[src/rtl/tl_mon_pkg.sv]
// tl_mon_pkg: phase encoding, tracker FSM states and phase-order helpers
// shared by the traffic light monitor and its light decoder.
package tl_mon_pkg;

    localparam logic [1:0] PH_NONE = 2'b00;
    localparam logic [1:0] PH_G    = 2'b01;
    localparam logic [1:0] PH_Y    = 2'b10;
    localparam logic [1:0] PH_R    = 2'b11;

    typedef enum logic [1:0] {
        SYNC  = 2'd0,
        TRK_G = 2'd1,
        TRK_Y = 2'd2,
        TRK_R = 2'd3
    } state_t;

    function automatic logic [1:0] next_phase(input logic [1:0] p);
        case (p)
            PH_G:    next_phase = PH_Y;
            PH_Y:    next_phase = PH_R;
            PH_R:    next_phase = PH_G;
            default: next_phase = PH_NONE;
        endcase
    endfunction

    function automatic state_t trk_state(input logic [1:0] p);
        case (p)
            PH_G:    trk_state = TRK_G;
            PH_Y:    trk_state = TRK_Y;
            PH_R:    trk_state = TRK_R;
            default: trk_state = SYNC;
        endcase
    endfunction

    function automatic logic [1:0] trk_phase(input state_t s);
        case (s)
            TRK_G:   trk_phase = PH_G;
            TRK_Y:   trk_phase = PH_Y;
            TRK_R:   trk_phase = PH_R;
            default: trk_phase = PH_NONE;
        endcase
    endfunction

endpackage

[src/rtl/tl_light_decode.sv]
// tl_light_decode: one-hot check and phase encode of the light lines.
// Ports: clk, reset (async high), green/red/yellow in; ph_now and bad_now
// are the combinational decode of the current sample, phase is the
// registered decode (previous sample as seen by the monitor).
module tl_light_decode
    import tl_mon_pkg::*;
(
    input  logic       clk,
    input  logic       reset,
    input  logic       green,
    input  logic       red,
    input  logic       yellow,
    output logic [1:0] ph_now,
    output logic       bad_now,
    output logic [1:0] phase
);

    always_comb begin
        ph_now  = PH_NONE;
        bad_now = 1'b1;
        case ({green, yellow, red})
            3'b100: begin ph_now = PH_G; bad_now = 1'b0; end
            3'b010: begin ph_now = PH_Y; bad_now = 1'b0; end
            3'b001: begin ph_now = PH_R; bad_now = 1'b0; end
            default: ;
        endcase
    end

    always_ff @(posedge clk or posedge reset) begin
        if (reset) phase <= PH_NONE;
        else       phase <= ph_now;
    end

endmodule

[src/rtl/traffic_light_monitor.sv]
// traffic_light_monitor: passive checker for the traffic light output bus.
// Ports: clk, reset (async high), clr (sync clear of flags/counters),
// green/red/yellow_light, cnt in; phase, locked, err_onehot, err_seq,
// err_len, err_cnt, err_pulse, cycles, err_total out (all registered).
// Option: define TL_MON_ERR_TOTAL_EN to build the err_total event counter.
module traffic_light_monitor
    import tl_mon_pkg::*;
#(
    parameter int GREEN_LEN  = 6,
    parameter int YELLOW_LEN = 2,
    parameter int RED_LEN    = 4,
    parameter int CYC_W      = 8
) (
    input  logic             clk,
    input  logic             reset,
    input  logic             clr,
    input  logic             green_light,
    input  logic             red_light,
    input  logic             yellow_light,
    input  logic [3:0]       cnt,
    output logic [1:0]       phase,
    output logic             locked,
    output logic             err_onehot,
    output logic             err_seq,
    output logic             err_len,
    output logic             err_cnt,
    output logic             err_pulse,
    output logic [CYC_W-1:0] cycles,
    output logic [7:0]       err_total
);

    function automatic logic [4:0] len_of(input logic [1:0] p);
        case (p)
            PH_G:    len_of = 5'(GREEN_LEN);
            PH_Y:    len_of = 5'(YELLOW_LEN);
            PH_R:    len_of = 5'(RED_LEN);
            default: len_of = 5'd0;
        endcase
    endfunction

    state_t     state, state_nx;
    logic [1:0] ph_now, ph_prev, cur_ph;
    logic       bad_now, changed, legal, start, chk, inc;
    logic       ev_oh, ev_seq, ev_len, ev_cnt, ev_any;
    logic [4:0] dur, dur_nx, cur_len, new_len, exp_cnt;
    logic       cnt_chk, cnt_chk_nx;
    logic       len_done, len_done_nx;
    logic       cyc_ok, cyc_ok_nx;

    tl_light_decode u_dec (
        .clk     (clk),
        .reset   (reset),
        .green   (green_light),
        .red     (red_light),
        .yellow  (yellow_light),
        .ph_now  (ph_now),
        .bad_now (bad_now),
        .phase   (ph_prev)
    );

    assign phase   = ph_prev;
    assign cur_len = len_of(cur_ph);
    assign new_len = len_of(ph_now);
    // A change only counts between two legal samples.
    assign changed = !bad_now && ph_prev != PH_NONE && ph_now != ph_prev;
    assign legal   = ph_now == next_phase(cur_ph);
    assign start   = changed && (state == SYNC || legal);

    always_ff @(posedge clk or posedge reset) begin
        if (reset) state <= SYNC;
        else       state <= state_nx;
    end

    always_comb begin
        state_nx = state;
        if (bad_now)
            state_nx = SYNC;
        else if (changed)
            state_nx = (state == SYNC || legal) ? trk_state(ph_now) : SYNC;
    end

    always_comb begin
        cur_ph = trk_phase(state);
        locked = state != SYNC;
    end

    always_comb begin
        dur_nx      = dur;
        cnt_chk_nx  = cnt_chk;
        len_done_nx = len_done;
        cyc_ok_nx   = cyc_ok;
        ev_oh       = 1'b0;
        ev_seq      = 1'b0;
        ev_len      = 1'b0;
        ev_cnt      = 1'b0;
        inc         = 1'b0;
        chk         = 1'b0;
        exp_cnt     = 5'd0;
        if (bad_now) begin
            ev_oh      = 1'b1;
            dur_nx     = 5'd0;
            cnt_chk_nx = 1'b0;
        end else if (state != SYNC) begin
            if (!changed) begin
                if (dur != 5'd31) dur_nx = dur + 5'd1;
                if (dur_nx > cur_len && !len_done) begin
                    ev_len      = 1'b1;
                    len_done_nx = 1'b1;
                end
                // Past the nominal length only err_len applies.
                chk     = cnt_chk && dur_nx <= cur_len;
                exp_cnt = cur_len - dur_nx;
            end else if (legal) begin
                // Overlong phases were flagged already while running.
                if (dur < cur_len) ev_len = 1'b1;
                if (ph_now == PH_G) inc = cyc_ok && !ev_len;
            end else begin
                ev_seq     = 1'b1;
                dur_nx     = 5'd0;
                cnt_chk_nx = 1'b0;
            end
        end
        if (start) begin
            dur_nx      = 5'd1;
            len_done_nx = 1'b0;
            cnt_chk_nx  = 1'b1;
            chk         = 1'b1;
            exp_cnt     = new_len - 5'd1;
        end
        if (chk && {1'b0, cnt} != exp_cnt) begin
            ev_cnt     = 1'b1;
            cnt_chk_nx = 1'b0;
        end
        ev_any = ev_oh | ev_seq | ev_len | ev_cnt;
        if (ev_any || state_nx == SYNC) cyc_ok_nx = 1'b0;
        // A new G opens a fresh cycle; only its own cnt error spoils it.
        if (start && ph_now == PH_G) cyc_ok_nx = !ev_cnt;
    end

    always_ff @(posedge clk or posedge reset) begin
        if (reset) begin
            dur        <= 5'd0;
            cnt_chk    <= 1'b0;
            len_done   <= 1'b0;
            cyc_ok     <= 1'b0;
            err_onehot <= 1'b0;
            err_seq    <= 1'b0;
            err_len    <= 1'b0;
            err_cnt    <= 1'b0;
            err_pulse  <= 1'b0;
            cycles     <= '0;
        end else begin
            dur        <= dur_nx;
            cnt_chk    <= cnt_chk_nx;
            len_done   <= len_done_nx;
            cyc_ok     <= cyc_ok_nx;
            err_onehot <= (err_onehot & ~clr) | ev_oh;
            err_seq    <= (err_seq & ~clr) | ev_seq;
            err_len    <= (err_len & ~clr) | ev_len;
            err_cnt    <= (err_cnt & ~clr) | ev_cnt;
            err_pulse  <= ev_any;
            if (clr)
                cycles <= CYC_W'(inc);
            else if (inc && cycles != '1)
                cycles <= cycles + 1'b1;
        end
    end

`ifdef TL_MON_ERR_TOTAL_EN
    always_ff @(posedge clk or posedge reset) begin
        if (reset)
            err_total <= 8'd0;
        else if (clr)
            err_total <= {7'd0, ev_any};
        else if (ev_any && err_total != 8'hFF)
            err_total <= err_total + 8'd1;
    end
`else
    assign err_total = 8'd0;
`endif

endmodule
[config.mk]
export PLATFORM = sky130hd
export DESIGN_NAME = traffic_light_monitor
export DESIGN_NICKNAME = d
export VERILOG_FILES = /design/src/rtl/tl_mon_pkg.sv /design/src/rtl/tl_light_decode.sv /design/src/rtl/traffic_light_monitor.sv
export SDC_FILE = /design/constraint.sdc
export NUM_CORES = 1
export LEC_CHECK = 0
export CORE_MARGIN = 3
export CORE_UTILIZATION = 49
export CTS_CLUSTER_DIAMETER = 150
export CTS_CLUSTER_SIZE = 20
export DETAILED_ROUTE_END_ITERATION = 8
export GPL_ROUTABILITY_DRIVEN = 1
export GPL_TIMING_DRIVEN = 0
export MAX_ROUTING_LAYER = met4
export PLACE_DENSITY = 0.77
export SLEW_MARGIN = 20
export SYNTH_ARGS = -nofsm -noshare
export SYNTH_HDL_FRONTEND = slang
export SYNTH_SLANG_ARGS = --single-unit
[constraint.sdc]
create_clock -name clk -period 3.27 [get_ports clk]
set_input_delay 0.327 -clock clk [delete_from_list [all_inputs] [get_ports clk]]
set_output_delay 0.327 -clock clk [all_outputs]
set_load 0.005 [all_outputs]
==> impl_metrics.ini, run 1 <==
[worst_setup_path]
path_cells = ha_4, nand4_1, mux2i_2, inv_1, fa_2, xnor2_2, and2_1, and3_1, a221oi_2, o211ai_1, or3_4, a221oi_2
crit_type = reg -> reg
required_ns = 3.46
worstPathArrival_ns = 3.31
path_max_fanout = 7
cp_common_cell = a221oi_2
crit_family = simple AND/OR/NAND/NOR gates
cp-start-kind = register
crit_buf_inv = 1
max_stage_delay_ns = 0.47
critPathCaptureType = register
slowest_stage = dfrtp_2

[clock_network]
cts_root_buf = clkbuf_8
cts.clk_slew.worst_paths_ns = 0.09
numCtsBuffers = 3
h-tree-depth = 1
clk_path_buf_depth = 2
insertion_delay_ns = 0.27
cts_hold_buf = 0
cts_sinks = 25
cts_tree = built

[routing]
drt_iter0_drc = 144
wl_per_cell_um = 14.2
drc = 0
vias = 1834
routed_wl_mm = 4.62
first_pass_iters = 4
drtAntennaViolNets = 0
routed_via_density = 5.64

[floorplan]
core_um2 = 3850
die_area_um2 = 5030
row_count = 22
start_util = 0.535
io_pins = 34
die_h_um = 70.9
die_x_um = 70.9

[pwr]
power_density_nw_per_um2 = 294
p_leak_nw = 1.12
ir_drop_mv = 0.248

[layout]
register_area_um2 = 628
insertedDiodeCount = 0
num-fill-cells = 344
drive_above_1_share = 0.155
design_area_um2 = 2530
instances_no_fill = 325
multi_input_area_um2 = 1320
fin_nets = 302
area_growth_pct = 22.7

[hold_path]
hold_path_class = reg -> reg

[sta]
max_freq_ghz = 0.320
finalSetupViolations = 0
clock_skew_ns = 0.00876
fin_crit_sh = 0.955
slew_headroom = 0.376
hold_violations = 0
report.final.slew_viol_count = 0
tightest_slew_ns = 0.936
min_period_ns = 3.12
rsz0062_at_grt = true
setup_tns_ns = 0

[place]
dpl_cell_area_um2 = 2400
placed_cells = 317
hpwl_mm = 3.50
gp_congestion = 0.888
io_buffers = 25

[synth]
synthCells = 237
dominantRegCellSynth = dfrtp_1
ys_seq_area_frac = 0.303
yosysWarnings = 0
synth_area_um2 = 2060
synthArstFlopShare = 1.00
synth-edff-count = 0
yosysUniqueCellTypes = 57
ys_ff_latch = 25
syn_area_per_cell_um2 = 8.71

[outcome]
status = finished clean

[grt]
grt_remaining_overflow = 0
grt_usage = 0.200
grt_max_degree = 26
antenna_found_initial = 0
grt_pass1_wl_mm = 8.03
grt_pass1_vias = 1717

[run]
drv_cap = 0
[placed cells by master (no fill, tap or decap), types with 5 or more instances in the layout]
cell type	instances
clkdlybuf4s50_1	25
nand2_1	13
ha_1	12
o21ai_0	5
a21oi_1	10
nor2_1	26
buf_4	12
dfrtp_1	23
inv_1	19
nand4_1	6
xor2_1	7
a21o_1	5
conb_1	8
nand3_1	11
[worst register-to-register path, delay by kind of cell, from the launching register on]
family | cells | cell delay [ns]
simple gates | 4 | 0.91
fa+ha+maj | 2 | 0.59
compound gates | 3 | 0.53
flops | 1 | 0.47
mux | 1 | 0.30
xor+xnor | 1 | 0.15
buf+inv | 1 | 0.10
[report_power, final]
part / total (mW) / internal (mW) / switching (mW) / leakage [nW]
clock: 0.184 / 0.0854 / 0.0984 / 0.0255
sequential: 0.337 / 0.323 / 0.0136 / 0.334
combinational: 0.224 / 0.106 / 0.119 / 0.760
total: 0.745 / 0.514 / 0.231 / 1.12
[cells by family after synthesis]
group / share of synthesized area
muxes: 0.0146
buffers and inverters: 0.0976
xor gates and xnor gates: 0.0509
AOI/OAI and AO/OA: 0.198
adders and majority gates: 0.0940
DFF: 0.303
other: 0.00182
and+or+nand+nor: 0.240
[cells in the mapped netlist (all sizes together) (4+ instances only)]
library cell,n,area (µm²)
and2,4,25.0
nand2,13,48.8
a21o,5,37.5
a211oi,4,45.1
a21oi,10,50.1
nand4,6,37.5
o21ai,5,25.0
a221oi,4,53.8
buf,14,115
dfrtp,25,626
nand3,11,55.1
nor2,26,97.6
xnor2,4,35.0
xor2,8,70.1
nand2b,4,25.0
inv,19,71.3
ha,13,163
[per-layer routing]
layer | wire length [µm] | part of all wire | global-route usage
met3 | 253 | 0.055 | 0.0313
met1 | 2120 | 0.46 | 0.270
met5 | 0 | 0 | -
met4 | 51 | 0.011 | 0.0480
met2 | 2190 | 0.47 | 0.314
[cell type report]
cell class,instances,area share
clock inverter,1,0.00198
timing repair buffer,29,0.111
inverter,20,0.0297
tap,48,0.0237
sequential,25,0.248
clock buffer,3,0.0163
multi-input combinational,182,0.520
buffer,17,0.0499
[state kept, by name, indices dropped and copies added, names as in the netlist]
signal       count
cnt_chk          1
err_seq          1
err_pulse        1
state            2
err_cnt          1
cyc_ok           1
err_onehot       1
err_len          1
u_dec.phase      2
len_done         1
dur              5
cycles           8
[path summary, 6_finish.rpt]
check	startpoint	endpoint	slack, ns	cells past startpoint
worst max register to register	dur[0]$_DFFE_PP0P_	cyc_ok$_DFFE_PP0P_	0.15	12
worst min register to register	err_seq$_DFF_PP0_	err_seq$_DFF_PP0_	0.51	1
max in group asynchronous	reset	dur[1]$_DFFE_PP0P_	2.08	2
worst max-delay path	dur[0]$_DFFE_PP0P_	cyc_ok$_DFFE_PP0P_	0.15	12
min in group asynchronous	reset	cycles[4]$_DFFE_PP0P_	0.56	2
worst min-delay path	err_seq$_DFF_PP0_	err_seq$_DFF_PP0_	0.51	1
[metrics by stage]
stage               power (mW)   util  setup slack, ns  hold WS, ns
floorplan                0.482      -            0.174        0.354
global placement         0.545  0.623           -0.250        0.504
detailed placement       0.547  0.623           -0.251        0.497
finish                   0.745  0.657            0.146        0.513
CTS                      0.733  0.642           0.0355        0.518
global route             0.790  0.657          -0.0339        0.527
[timing repair]
action	4_1_cts	5_1_grt
buffers inserted	2	2
gates resized for setup	4	9
pin swaps	1	2
endpoints found under the setup margin	4	12
(Power assumes the default switching activity.)
==> run 2, diff against run 1 <==
CORE_MARGIN = 4   (was 3)
==> impl_metrics.ini, run 2 (same netlist as run 1, synthesis figures left out) <==
[layout]
largest_register_ffs = 8
most-common-layout-cells = nor2_1, clkdlybuf4s50_1, dfrtp_1
drive_above_1_share = 0.157
design_area_um2 = 2540
top_register = cycles
fin_nets = 305
area_growth_pct = 23.3
num-fill-cells = 367
insertedDiodeCount = 0
layout_commonest_cell = nor2_1
fin_util = 0.632
top_regs = cycles x8, dur x5
instances_no_fill = 330

[place]
post-place-ws_ns = -0.317
io_buffers = 25
gp_congestion = 0.874
dpl_cell_area_um2 = 2400
hpwl_mm = 3.53
placed_cells = 319

[hold_path]
holdPathStages = 2
hp-start = err_cnt$_DFF_PP0_
hold_path_class = reg -> reg
min_to = err_cnt$_DFF_PP0_

[grt]
grt_pass1_vias = 1736
grt_remaining_overflow = 0
grt_pass1_wl_mm = 8.00
grt_usage = 0.193
grt_max_degree = 26
antenna_found_initial = 0

[routing]
wl_per_cell_um = 14.1
first_pass_iters = 4
routed_wl_mm = 4.66
routed_via_density = 5.60
drt_iter0_drc = 69
drc = 0
vias = 1847
drtAntennaViolNets = 0

[clock_network]
insertion_delay_ns = 0.28
cts_root_buf = clkbuf_8
cts.clk_slew.worst_paths_ns = 0.10
cts_sinks = 25
clk_path_buf_depth = 2
numCtsBuffers = 3
cts_tree = built
h-tree-depth = 1

[sta]
min_period_ns = 3.11
rsz0062_at_grt = true
hold_violations = 0
clock_skew_ns = 0.0144
report.final.slew_viol_count = 0
finalSetupViolations = 0
max_freq_ghz = 0.322
fin_crit_sh = 0.950
slew_headroom = 0.375
worst_slack_ns = 0.162
tightest_slew_ns = 0.937

[floorplan]
io_pins = 34
core_um2 = 4030
die_h_um = 72.9
start_util = 0.512
die_x_um = 72.9
row_count = 23
die_area_um2 = 5310

[worst_setup_path]
crit_family = simple AND/OR/NAND/NOR gates
path_cells = ha_4, nand4_1, mux2i_2, inv_1, fa_2, xnor2_1, and2_1, and3_1, a221oi_2, o211ai_1, or3_4, a221oi_2
path_max_fanout = 6
worstPathArrival_ns = 3.31
crit_type = reg -> reg
cp-start-kind = register
reg2reg_slack_ns = 0.16
cp_common_cell = a221oi_2
worstReg2RegStart = dur[0]$_DFFE_PP0P_
reg2reg_to = cyc_ok$_DFFE_PP0P_
critPathCaptureType = register
max_stage_delay_ns = 0.46
r2r_cells = 12
required_ns = 3.47
crit_buf_inv = 1
slowest_stage = dfrtp_2

[pwr]
ir_drop_mv = 0.184
power_density_nw_per_um2 = 293
p_leak_nw = 1.13

[outcome]
status = finished clean

[run]
drv_cap = 0
-- run 2: cell count changes in the layout (fill, tap and decap cells not counted), sizes merged --
cell / previous run / this run
clkinv: 2 / 1
buf: 18 / 21
clkinvlp: 0 / 1
-- run 2: routing by layer --
metal / track usage / share of wire / vias to the layer above
met5: - / 0 / -
met4: 0.0492 / 0.010 / 0
met3: 0.0331 / 0.037 / 6
met2: 0.311 / 0.50 / 38
met1: 0.252 / 0.45 / 881
li1: - / - / 922
-- run 2: worst max-delay path by stage --
stage | startpoint | to | cells after the start | slack, ns
after floorplan | dur[0]$_DFFE_PP0P_ | cyc_ok$_DFFE_PP0P_ | 12 | 0.17
after global placement | dur[0]$_DFFE_PP0P_ | err_pulse$_DFF_PP0_ | 12 | -0.25
after detailed placement | dur[0]$_DFFE_PP0P_ | err_pulse$_DFF_PP0_ | 12 | -0.32
after CTS | dur[0]$_DFFE_PP0P_ | cyc_ok$_DFFE_PP0P_ | 12 | 0.01
after global routing | dur[0]$_DFFE_PP0P_ | cyc_ok$_DFFE_PP0P_ | 12 | -0.03
final | dur[0]$_DFFE_PP0P_ | cyc_ok$_DFFE_PP0P_ | 12 | 0.16
-- run 2: cell type report --
class                   instances  area [µm²]  area share
plain buffers                  17         126      0.0497
well taps                      50        62.6      0.0246
clock inverters                 1        7.51     0.00295
multi-input cells             182        1300       0.511
clock buffers                   3        41.3      0.0162
flip-flops and latches         25         628       0.247
repair buffers                 32         303       0.119
inverters                      20        75.1      0.0295
-- run 2: metrics by stage --
step | total power, mW | hold slack [ns] | TNS, ns
6_report | 0.747 | 0.518 | 0
2_1_floorplan | 0.482 | 0.354 | 0
3_5_place_dp | 0.547 | 0.500 | -1.18
3_3_place_gp | 0.543 | 0.507 | -0.911
4_1_cts | 0.737 | 0.518 | 0
5_1_grt | 0.791 | 0.552 | -0.0306
-- run 2: what timing repair did --
action / CTS / global route
setup endpoints to repair: 4 / 6
buffers inserted: 2 / 5
gates cloned: 0 / 0
pin swaps: 1 / 1
hold endpoints to repair: 0 / 0
hold buffers: 0 / 0
resized for setup: 4 / 7
-- run 2: power by group --
| part | internal [mW] | total [mW] | leakage (nW) | switching, mW |
|---|---|---|---|---|
| logic | 0.103 | 0.220 | 0.770 | 0.117 |
| registers | 0.323 | 0.336 | 0.334 | 0.0126 |
| clock network | 0.0866 | 0.191 | 0.0217 | 0.105 |
-- run 2: worst min-delay path: stages, from the launching register on --
cell	delay, ns
dfrtp_1	0.36
nand2_1	0.05
nand3_1	0.08
